<file path="src/rtl/alu_pkg.sv">
// Shared types for the sequential ALU: opcodes, FSM states and the flag bundle.
package alu_pkg;

  typedef enum logic [3:0] {
    OP_PASS_B = 4'd0,
    OP_PASS_A = 4'd1,
    OP_ADD    = 4'd2,
    OP_SUB    = 4'd3,
    OP_AND    = 4'd4,
    OP_OR     = 4'd5,
    OP_NOT    = 4'd6,
    OP_HOLD   = 4'd7,
    OP_XOR    = 4'd8,
    OP_SHL    = 4'd9,
    OP_SHR    = 4'd10,
    OP_SRA    = 4'd11,
    OP_MUL    = 4'd12
  } opc_e;

  typedef enum logic [1:0] {
    ST_IDLE = 2'd0,
    ST_BUSY = 2'd1,
    ST_DONE = 2'd2
  } state_e;

  typedef struct packed {
    logic zero;
    logic neg;
    logic carry;
    logic ovf;
    logic err;
  } alu_flags_t;

  // Opcodes 13..15 are reserved and must never reach the last-result register.
  function automatic logic is_legal(input logic [3:0] op);
    return (op <= 4'd12);
  endfunction

endpackage

</file>
<file path="src/rtl/alu_mul_iter.sv">
// Iterative shift-add multiplier: one multiplier bit per cycle, WIDTH cycles after start.
module alu_mul_iter
  import alu_pkg::*;
#(
  parameter int WIDTH = 16
) (
  input  logic               clk,
  input  logic               rst_n,
  input  logic               start,
  input  logic [WIDTH-1:0]   a,
  input  logic [WIDTH-1:0]   b,
  output logic               done,
  output logic [2*WIDTH-1:0] product
);

  localparam int CW = $clog2(WIDTH) + 1;

  logic [2*WIDTH-1:0] mcand_r;
  logic [WIDTH-1:0]   mplier_r;
  logic [2*WIDTH-1:0] prod_r;
  logic [CW-1:0]      cnt_r;

  // Load operands on start, then accumulate the shifted multiplicand per set multiplier bit.
  always_ff @(posedge clk or negedge rst_n) begin
    if (!rst_n) begin
      mcand_r  <= {(2*WIDTH){1'b0}};
      mplier_r <= {WIDTH{1'b0}};
      prod_r   <= {(2*WIDTH){1'b0}};
      cnt_r    <= {CW{1'b0}};
    end else if (start) begin
      mcand_r  <= {{WIDTH{1'b0}}, a};
      mplier_r <= b;
      prod_r   <= {(2*WIDTH){1'b0}};
      cnt_r    <= CW'(WIDTH);
    end else if (cnt_r != {CW{1'b0}}) begin
      if (mplier_r[0]) begin
        prod_r <= prod_r + mcand_r;
      end
      mcand_r  <= mcand_r << 1;
      mplier_r <= mplier_r >> 1;
      cnt_r    <= cnt_r - CW'(1);
    end
  end

  // The owner only samples done while it is waiting on a started multiply.
  assign done    = (cnt_r == {CW{1'b0}});
  assign product = prod_r;

endmodule

</file>
<file path="src/rtl/seq_alu.sv">
// Handshaked WIDTH-bit ALU with registered result/flags, iterative multiply and hold-last-result.
module seq_alu
  import alu_pkg::*;
#(
  parameter int WIDTH = 16
) (
  input  logic             clk,
  input  logic             rst_n,
  input  logic             in_valid,
  output logic             in_ready,
  input  logic [WIDTH-1:0] a,
  input  logic [WIDTH-1:0] b,
  input  logic [3:0]       opc,
  output logic             out_valid,
  input  logic             out_ready,
  output logic [WIDTH-1:0] result,
  output logic             zero,
  output logic             neg,
  output logic             carry,
  output logic             ovf,
  output logic             err
);

  localparam int SHW = $clog2(WIDTH);
  localparam int MSB = WIDTH - 1;

  state_e             state_r;
  logic [WIDTH-1:0]   a_r;
  logic [WIDTH-1:0]   b_r;
  logic [3:0]         opc_r;
  logic [WIDTH-1:0]   result_r;
  alu_flags_t         flags_r;
  logic               out_valid_r;
  logic               in_ready_r;
  logic [WIDTH-1:0]   last_res_r;
  alu_flags_t         last_flg_r;

  logic               mul_start_s;
  logic               mul_done_s;
  logic [2*WIDTH-1:0] mul_prod_s;
  logic [WIDTH-1:0]   res_s;
  alu_flags_t         flg_s;
  logic [WIDTH:0]     sum_s;
  logic [WIDTH-1:0]   dif_s;
  logic [SHW-1:0]     shamt_s;
  logic               big_shift_s;
  logic               carry_s;
  logic               ovf_s;
  logic               err_s;
  logic               hold_s;

  assign mul_start_s = (state_r == ST_IDLE) && in_valid && (opc == OP_MUL);

  alu_mul_iter #(.WIDTH(WIDTH)) u_mul (
    .clk     (clk),
    .rst_n   (rst_n),
    .start   (mul_start_s),
    .a       (a),
    .b       (b),
    .done    (mul_done_s),
    .product (mul_prod_s)
  );

  assign sum_s       = {1'b0, a_r} + {1'b0, b_r};
  assign dif_s       = b_r - a_r;
  assign shamt_s     = b_r[SHW-1:0];
  assign big_shift_s = |b_r[WIDTH-1:SHW];

  // Single-cycle datapath and flag generation from the latched operands.
  always_comb begin
    res_s   = {WIDTH{1'b0}};
    carry_s = 1'b0;
    ovf_s   = 1'b0;
    err_s   = 1'b0;
    hold_s  = 1'b0;
    case (opc_r)
      OP_PASS_B: res_s = b_r;
      OP_PASS_A: res_s = a_r;
      OP_ADD: begin
        res_s   = sum_s[WIDTH-1:0];
        carry_s = sum_s[WIDTH];
        ovf_s   = (a_r[MSB] == b_r[MSB]) && (sum_s[MSB] != a_r[MSB]);
      end
      OP_SUB: begin
        res_s   = dif_s;
        carry_s = (a_r > b_r);
        ovf_s   = (b_r[MSB] != a_r[MSB]) && (dif_s[MSB] != b_r[MSB]);
      end
      OP_AND:  res_s = a_r & b_r;
      OP_OR:   res_s = a_r | b_r;
      OP_NOT:  res_s = ~a_r;
      OP_HOLD: begin
        res_s  = last_res_r;
        hold_s = 1'b1;
      end
      OP_XOR:  res_s = a_r ^ b_r;
      OP_SHL:  res_s = big_shift_s ? {WIDTH{1'b0}} : (a_r << shamt_s);
      OP_SHR:  res_s = big_shift_s ? {WIDTH{1'b0}} : (a_r >> shamt_s);
      OP_SRA:  res_s = big_shift_s ? {WIDTH{a_r[MSB]}} : WIDTH'($signed(a_r) >>> shamt_s);
      OP_MUL: begin
        res_s   = mul_prod_s[WIDTH-1:0];
        carry_s = |mul_prod_s[2*WIDTH-1:WIDTH];
      end
      default: err_s = 1'b1;
    endcase
    if (hold_s) begin
      flg_s = last_flg_r;
    end else begin
      flg_s.zero  = (res_s == {WIDTH{1'b0}});
      flg_s.neg   = res_s[MSB];
      flg_s.carry = carry_s;
      flg_s.ovf   = ovf_s;
      flg_s.err   = err_s;
    end
  end

  // Handshake FSM; DONE spends its first cycle registering the result before raising out_valid.
  always_ff @(posedge clk or negedge rst_n) begin
    if (!rst_n) begin
      state_r     <= ST_IDLE;
      a_r         <= {WIDTH{1'b0}};
      b_r         <= {WIDTH{1'b0}};
      opc_r       <= 4'd0;
      result_r    <= {WIDTH{1'b0}};
      flags_r     <= '0;
      out_valid_r <= 1'b0;
      in_ready_r  <= 1'b1;
      last_res_r  <= {WIDTH{1'b0}};
      last_flg_r  <= '0;
    end else begin
      case (state_r)
        ST_IDLE: begin
          if (in_valid) begin
            a_r        <= a;
            b_r        <= b;
            opc_r      <= opc;
            in_ready_r <= 1'b0;
            state_r    <= (opc == OP_MUL) ? ST_BUSY : ST_DONE;
          end
        end
        ST_BUSY: begin
          if (mul_done_s) begin
            result_r    <= res_s;
            flags_r     <= flg_s;
            out_valid_r <= 1'b1;
            state_r     <= ST_DONE;
          end
        end
        ST_DONE: begin
          if (!out_valid_r) begin
            result_r    <= res_s;
            flags_r     <= flg_s;
            out_valid_r <= 1'b1;
          end else if (out_ready) begin
            out_valid_r <= 1'b0;
            in_ready_r  <= 1'b1;
            state_r     <= ST_IDLE;
            if (is_legal(opc_r) && (opc_r != OP_HOLD)) begin
              last_res_r <= result_r;
              last_flg_r <= flags_r;
            end
          end
        end
        default: begin
          state_r     <= ST_IDLE;
          out_valid_r <= 1'b0;
          in_ready_r  <= 1'b1;
        end
      endcase
    end
  end

  assign in_ready  = in_ready_r;
  assign out_valid = out_valid_r;
  assign result    = result_r;
  assign zero      = flags_r.zero;
  assign neg       = flags_r.neg;
  assign carry     = flags_r.carry;
  assign ovf       = flags_r.ovf;
  assign err       = flags_r.err;

endmodule

</file>
<file path="config.mk">
export PLATFORM = sky130hd
export DESIGN_NAME = seq_alu
export DESIGN_NICKNAME = d
export VERILOG_FILES = /design/src/rtl/alu_pkg.sv /design/src/rtl/alu_mul_iter.sv /design/src/rtl/seq_alu.sv
export SDC_FILE = /design/constraint.sdc
export NUM_CORES = 1
export LEC_CHECK = 0
export ABC_CLOCK_PERIOD_IN_PS = 3480
export CORE_MARGIN = 1.5
export CORE_UTILIZATION = 50
export DETAILED_ROUTE_END_ITERATION = 7
export PLACE_DENSITY = 0.82
export SYNTH_ARGS = -nofsm -noshare
export SYNTH_HDL_FRONTEND = slang
export SYNTH_SLANG_ARGS = --single-unit
export TNS_END_PERCENT = 20
</file>
<file path="constraint.sdc">
create_clock -name clk -period 3.48 [get_ports clk]
set_input_delay 0.696 -clock clk [delete_from_list [all_inputs] [get_ports clk]]
set_output_delay 0.696 -clock clk [all_outputs]
set_load 0.01 [all_outputs]
</file>
# Word-level counts from Yosys, hierarchy flattened
# Index checks and enable logic that the tools add are counted.
# classes
add_sub_neg,4
magnitude_cmp,2
n_eq_ne,25
n_shift,3
n_mux,38
n_bitwise,6
n_reduce_logical,23
# ops
op,count
16-bit case mux with 13 select lines,1
32-bit 2-to-1 mux,5
16-bit 2-to-1 mux,7
32-bit adder,1
16-bit case mux with 2 select lines,1
5-bit 2-to-1 mux,5
"4-bit equality test, second input constant",6
16-bit by 16-bit adder with 17-bit output,1
16-bit bitwise AND,1
"4-bit by 3-bit equality test with 1-bit output, second input constant",4
16-bit greater-than comparator,1
16-bit logical NOT,1
16-bit NOT,1
16-bit OR,1
16-bit OR reduction,1
16-bit by 4-bit left shift with 16-bit output,1
16-bit by 4-bit right shift with 16-bit output,1
16-bit by 4-bit >>> shifter with 16-bit output,1
16-bit subtractor,1
16-bit XOR,1
13-bit OR reduction,1
4-bit AND reduction,3
12-bit OR reduction,1
2-bit 2-to-1 mux,5
24 further kinds,49
# totals
ff_bits,167
in_bits,40
output_inout_bits,23

# Logic depth before layout (Yosys ltp)
# logic_depth
depth_word,7
mapped_depth,18

# By module
# A second synthesis with hierarchy kept.
# unflattened
cells_unflattened,1623
hier_area_um2,14031.0
# by_module_without_submodules
mod,instances,cells_per_inst,area_per_inst_um2,seq_area_each_um2
seq_alu,1,986,8491.9,2053.2
alu_mul_iter,1,637,5539.1,2127.0

# Least setup slack after synthesis
# No wires, ideal clock.
# synth_timing
path_type,reg-to-reg
from,reg b_r[1]
to,reg result_r[15] (netlist: result[15])
setup_time_ps,125
t_arrival_ps,3419
required_ps,3355
slack_ps,-64
path_stages_with_launch,14
synth_period_minus_slack_ps,3544
cell_sequence,dfrtp_1 buf_2 inv_2 buf_1 ha_1 a211oi_1 o21ai_0 a311oi_1 nor3_1 o2111ai_1 and3_1 o2111ai_1 a32o_1 mux2_2
# synth_via
elab_chain_cells,5
elab_cells_between_ends,12
cone_classes,2 x add/sub; 3 x shift; 7 x mux
# synth_rtl
element,line,rtl
"start, declared",seq_alu.sv:29,logic [WIDTH-1:0] b_r;
"start signal, assigned",seq_alu.sv:122,b_r <= {WIDTH{1'b0}};
"parallel branches: the longest is 2 deep, another holds 16-bit subtractor",--,
16-bit case mux with 13 select lines *,seq_alu.sv:76,case (opc_r)
16-bit 2-to-1 mux (on tied branches),"seq_alu.sv:150, seq_alu.sv:142",
16-bit case mux with 2 select lines *,seq_alu.sv:131,case (state_r)
"end signal, assigned",seq_alu.sv:124,result_r <= {WIDTH{1'b0}};
"end signal, assigned",seq_alu.sv:143,result_r <= res_s;
"end signal, assigned",seq_alu.sv:151,result_r <= res_s;
"end, declared",seq_alu.sv:31,logic [WIDTH-1:0] result_r;
# Every way passes the cells marked *. The select of a mux whose other input is x is not followed.
# A chain may end at the register's enable or synchronous reset.

# Worst setup path in the final report
# layout_timing
from,reg b_r[0]
to,"reg flags_r, in the netlist zero"
# layout_via
elab_chain_cells,7
elab_cells_between_ends,17
cone_classes,2 x add/sub; 3 x shift; 8 x mux; 3 x bitwise; 1 x reduce/logical
# layout_rtl
element,line,rtl
"parallel branches: the longest is 2 deep, another holds 16-bit subtractor",--,
16-bit case mux with 13 select lines *,seq_alu.sv:76,
16-bit logical NOT *,seq_alu.sv:109,flg_s.zero = (res_s == {WIDTH{1'b0}});
5-bit 2-to-1 mux *,seq_alu.sv:106,if (hold_s) begin
5-bit 2-to-1 mux (on tied branches),"seq_alu.sv:150, seq_alu.sv:142",
5-bit case mux with 2 select lines *,seq_alu.sv:131,
"end signal, assigned",seq_alu.sv:144,flags_r <= flg_s;
"end signal, assigned",seq_alu.sv:152,flags_r <= flg_s;
"end, declared",seq_alu.sv:32,alu_flags_t flags_r;
# Marks and branches as above.

==> out/results.tsv <==
metric	value	unit
status	complete, but fails checks	
violations	design-rule violations, negative setup slack	
worst_path_slowest_cell	sky130_fd_sc_hd__or4_4	
setup_violations	1	
post_synth_mux_area_share	0.117	
worstReg2RegStart	b_r[0]	
cp.buffers_inverters	2	
clkSinkCount	167	
area_growth_syn_to_layout	21.8	%
drt-met1-wl	21200	um
numCtsBuffers	17	
final_layout_size_suffix_gt1_frac	0.207	
ff2ff_path_depth	12	
clock_skew	16.7	ps
tightestPinTransition	1010	ps
met2_wirelength	22600	um
synth-xor-area-share	0.0242	
portBuffers	62	
synth_area_per_cell	8.49	um2
fmaxAchievable	287	MHz
cellPowerDensity	1210	mW/mm2
design.portCount	63	
grt_usage	0.366	
grt_pass1_vias	13000	
worstSetupPathType	flop to flop	
detail-route-antenna-nets	0	
cap_viol_max_count	0	
clk_transition_reported_paths	80	ps
setup-tns-final	-0.281	ps
worst_hold_path_type	primary input to asynchronous set/reset pin	
floorplan.initialDensity	0.511	
yosysTopAreaCell	sky130_fd_sc_hd__dfrtp_1	
post_synth_fa_ha_maj_area_fraction	0.0867	
ir_drop	644	uV
ff2ff_setup_slack	-0.3	ps
cts_max_level	4	
cts-root-buf	sky130_fd_sc_hd__clkbuf_16	
yosys.area_share.simple	0.183	
synthDominantCellAreaShare	0.310	
dominantRegCellSynth	sky130_fd_sc_hd__dfrtp_1	
clk-insertion-delay-late	450	ps
floorplan.die.height	167	um
detail_route.first_pass.iterations	8	
global_route_wire_length_before_repair	78000	um
post_synth_edffs	0	
synth_warnings	0	
worstPathRequired	3840	ps
finalWirelength	50500	um
hpwl	38100	um
post_synth_instance_area	0.0134	mm2
max-slew-margin-rel	0.306	
fp.dieW	167	um
gpl.final_weighted_congestion	1.02	
initial_drc_count	1576	
cts-root-to-sink-buffers	2	
largest_driver_fanout_on_the_critical_path	21	
max_incr_delay_on_cp	580	ps
final.setup.worst_slack	-0.281	ps
critical_path.endpoint_type	flop	
end_of_flow_core_utilization	0.623	
detail_route.wl_per_cell	24.2	um
grt_max_degree	78	
drcViolationCount	1	
coreArea	0.0262	mm2
crit_family	simple AND/OR/NAND/NOR gates	
antenna_found_initial	0	
power.static_leakage	0.00719	uW
end_of_the_worst_register_to_register_path	zero	
netlist-cell-type-count	87	
grt_setup_unrepaired	true	
vias	13600	
design.final.nets	1865	
rows	59	
overflow	0	
synth.ff_latch_count	167	
synth_area_in_compound_gates	0.227	
async_flop_share	1.00	
cts_tree	done	
worst_setup_start_kind	flop	
synth_nets	1710	
synth_top_family_by_area	compound AO/OA/AOI/OAI gates	
cts_hold_repair.buffers	0	
post-route-min-period	3480	ps
final-hold-violation-count	0	
timing.critical_path.cells	buf_4, buf_12, mux2_2, mux4_2, nand2_1, a2bb2oi_1, or4_4, a211oi_2, nand4_1, nor4_2, nand3_1, o31ai_2	
amount_of_wire_on_met3_after_detailed_routing	4040	um
via_per_inst	6.53	
finalCritPeriodShare	1.00	
highest-signal-layer	met4	
slew_viol_final	0	
synth_seq_area_share	0.312	
die-area	0.0278	mm2
antenna-diode-count	0	
postSynthCellCount	1579	
synth_area_leaders	sky130_fd_sc_hd__dfrtp_1 31%, sky130_fd_sc_hd__ha_1 8.2%, sky130_fd_sc_hd__mux2_2 6.5%, sky130_fd_sc_hd__nand2_1 6.2%, sky130_fd_sc_hd__a21oi_1 4.3%	
cp_data_arrival_time	3840	ps
where the power goes:
part           switching [uW]  internal [uW]
combinational            7710           6120
clock                     966           1190
sequential                976           2800
cell type report:
cell class	instances	area (um2)
fillers	2190	9880
multi-input cells	1242	8710
flip-flops and latches	167	4190
repair buffers	239	2110
clock buffers	18	439
well taps	335	419
inverters	67	251
clock inverters	14	205
sequential cells by signal, summed over array words and instances (netlist names), 2 cells and up:
signal / flops
b_r: 16
last_flg_r: 5
u_mul.cnt_r: 5
u_mul.product: 32
result: 16
last_res_r: 16
u_mul.mcand_r: 32
opc_r: 4
a_r: 16
state_r: 2
u_mul.mplier_r: 16
cell usage in the layout, fill, tap and decap left out, types with 25 or more instances in the layout:
master                            count
sky130_fd_sc_hd__mux2i_1             27
sky130_fd_sc_hd__buf_4              163
sky130_fd_sc_hd__a21oi_1            115
sky130_fd_sc_hd__clkdlybuf4s50_1     61
sky130_fd_sc_hd__nand2_1            220
sky130_fd_sc_hd__inv_1               64
sky130_fd_sc_hd__ha_1                86
sky130_fd_sc_hd__a31oi_1             36
sky130_fd_sc_hd__mux2_2              78
sky130_fd_sc_hd__xnor2_1             26
sky130_fd_sc_hd__nor2_1             133
sky130_fd_sc_hd__nor3_1              25
sky130_fd_sc_hd__o21ai_0             67
sky130_fd_sc_hd__nand3_1             27
sky130_fd_sc_hd__dfrtp_1            162
logic make-up after synthesis:
| kind of cell | Yosys count |
|---|---|
| simple gates | 532 |
| compound gates | 454 |
| buf+inv | 170 |
| flops | 167 |
| mux | 128 |
| fa+ha+maj | 91 |
| xor+xnor | 37 |
metal layers:
metal,track usage,up-vias
met4,0.180,0
met1,0.497,6629
li1,-,6095
met2,0.570,715
met5,0,-
met3,0.0573,166
through the flow:
stage	area, um2	setup WS [ps]	std cells	total power (uW)	hold slack [ps]
6_report	16300	-0.281	2082	19800	156
5_1_grt	16300	-88.3	2082	20900	185
2_1_floorplan	13400	48.1	1579	11500	400
4_1_cts	16200	5.92	2079	19100	167
3_3_place_gp	15500	-95.8	2044	16600	460
3_5_place_dp	15500	-48.8	2044	16800	468
Yosys cell counts, types with 11 or more instances:
library cell / instances
sky130_fd_sc_hd__a211oi_1: 21
sky130_fd_sc_hd__a21o_1: 18
sky130_fd_sc_hd__a21oi_1: 116
sky130_fd_sc_hd__a221oi_1: 13
sky130_fd_sc_hd__a22o_1: 19
sky130_fd_sc_hd__a31oi_1: 36
sky130_fd_sc_hd__and3_1: 14
sky130_fd_sc_hd__clkbuf_1: 85
sky130_fd_sc_hd__dfrtp_1: 166
sky130_fd_sc_hd__ha_1: 88
sky130_fd_sc_hd__inv_1: 65
sky130_fd_sc_hd__mux2_2: 77
sky130_fd_sc_hd__mux2i_1: 28
sky130_fd_sc_hd__mux4_2: 13
sky130_fd_sc_hd__nand2_1: 220
sky130_fd_sc_hd__nand2b_1: 12
sky130_fd_sc_hd__nand3_1: 29
sky130_fd_sc_hd__nor2_1: 133
sky130_fd_sc_hd__nor2b_1: 18
sky130_fd_sc_hd__nor3_1: 26
sky130_fd_sc_hd__nor4_1: 18
sky130_fd_sc_hd__o211ai_1: 16
sky130_fd_sc_hd__o21ai_0: 68
sky130_fd_sc_hd__o22ai_1: 16
sky130_fd_sc_hd__xnor2_1: 26
sky130_fd_sc_hd__xor2_1: 11
worst max-delay path by stage:
| stage | startpoint | cells after the start | end |
|---|---|---|---|
| 6_report | b_r[0] | 12 | zero |
| 5_1_grt | b_r[0] | 12 | zero |
| 4_1_cts | b_r[4] | 14 | result[14] |
| 3_5_place_dp | b_r[0] | 14 | zero |
| 3_3_place_gp | b_r[0] | 14 | zero |
| 2_1_floorplan | b_r[0] | 18 | zero |
repair_timing:
action                     4_1_cts  5_1_grt
pin swaps                        4        5
setup endpoints to repair        1        8
resized for setup                9       23
buffers inserted                 3        3
Power figures use the tool's default switching activity.
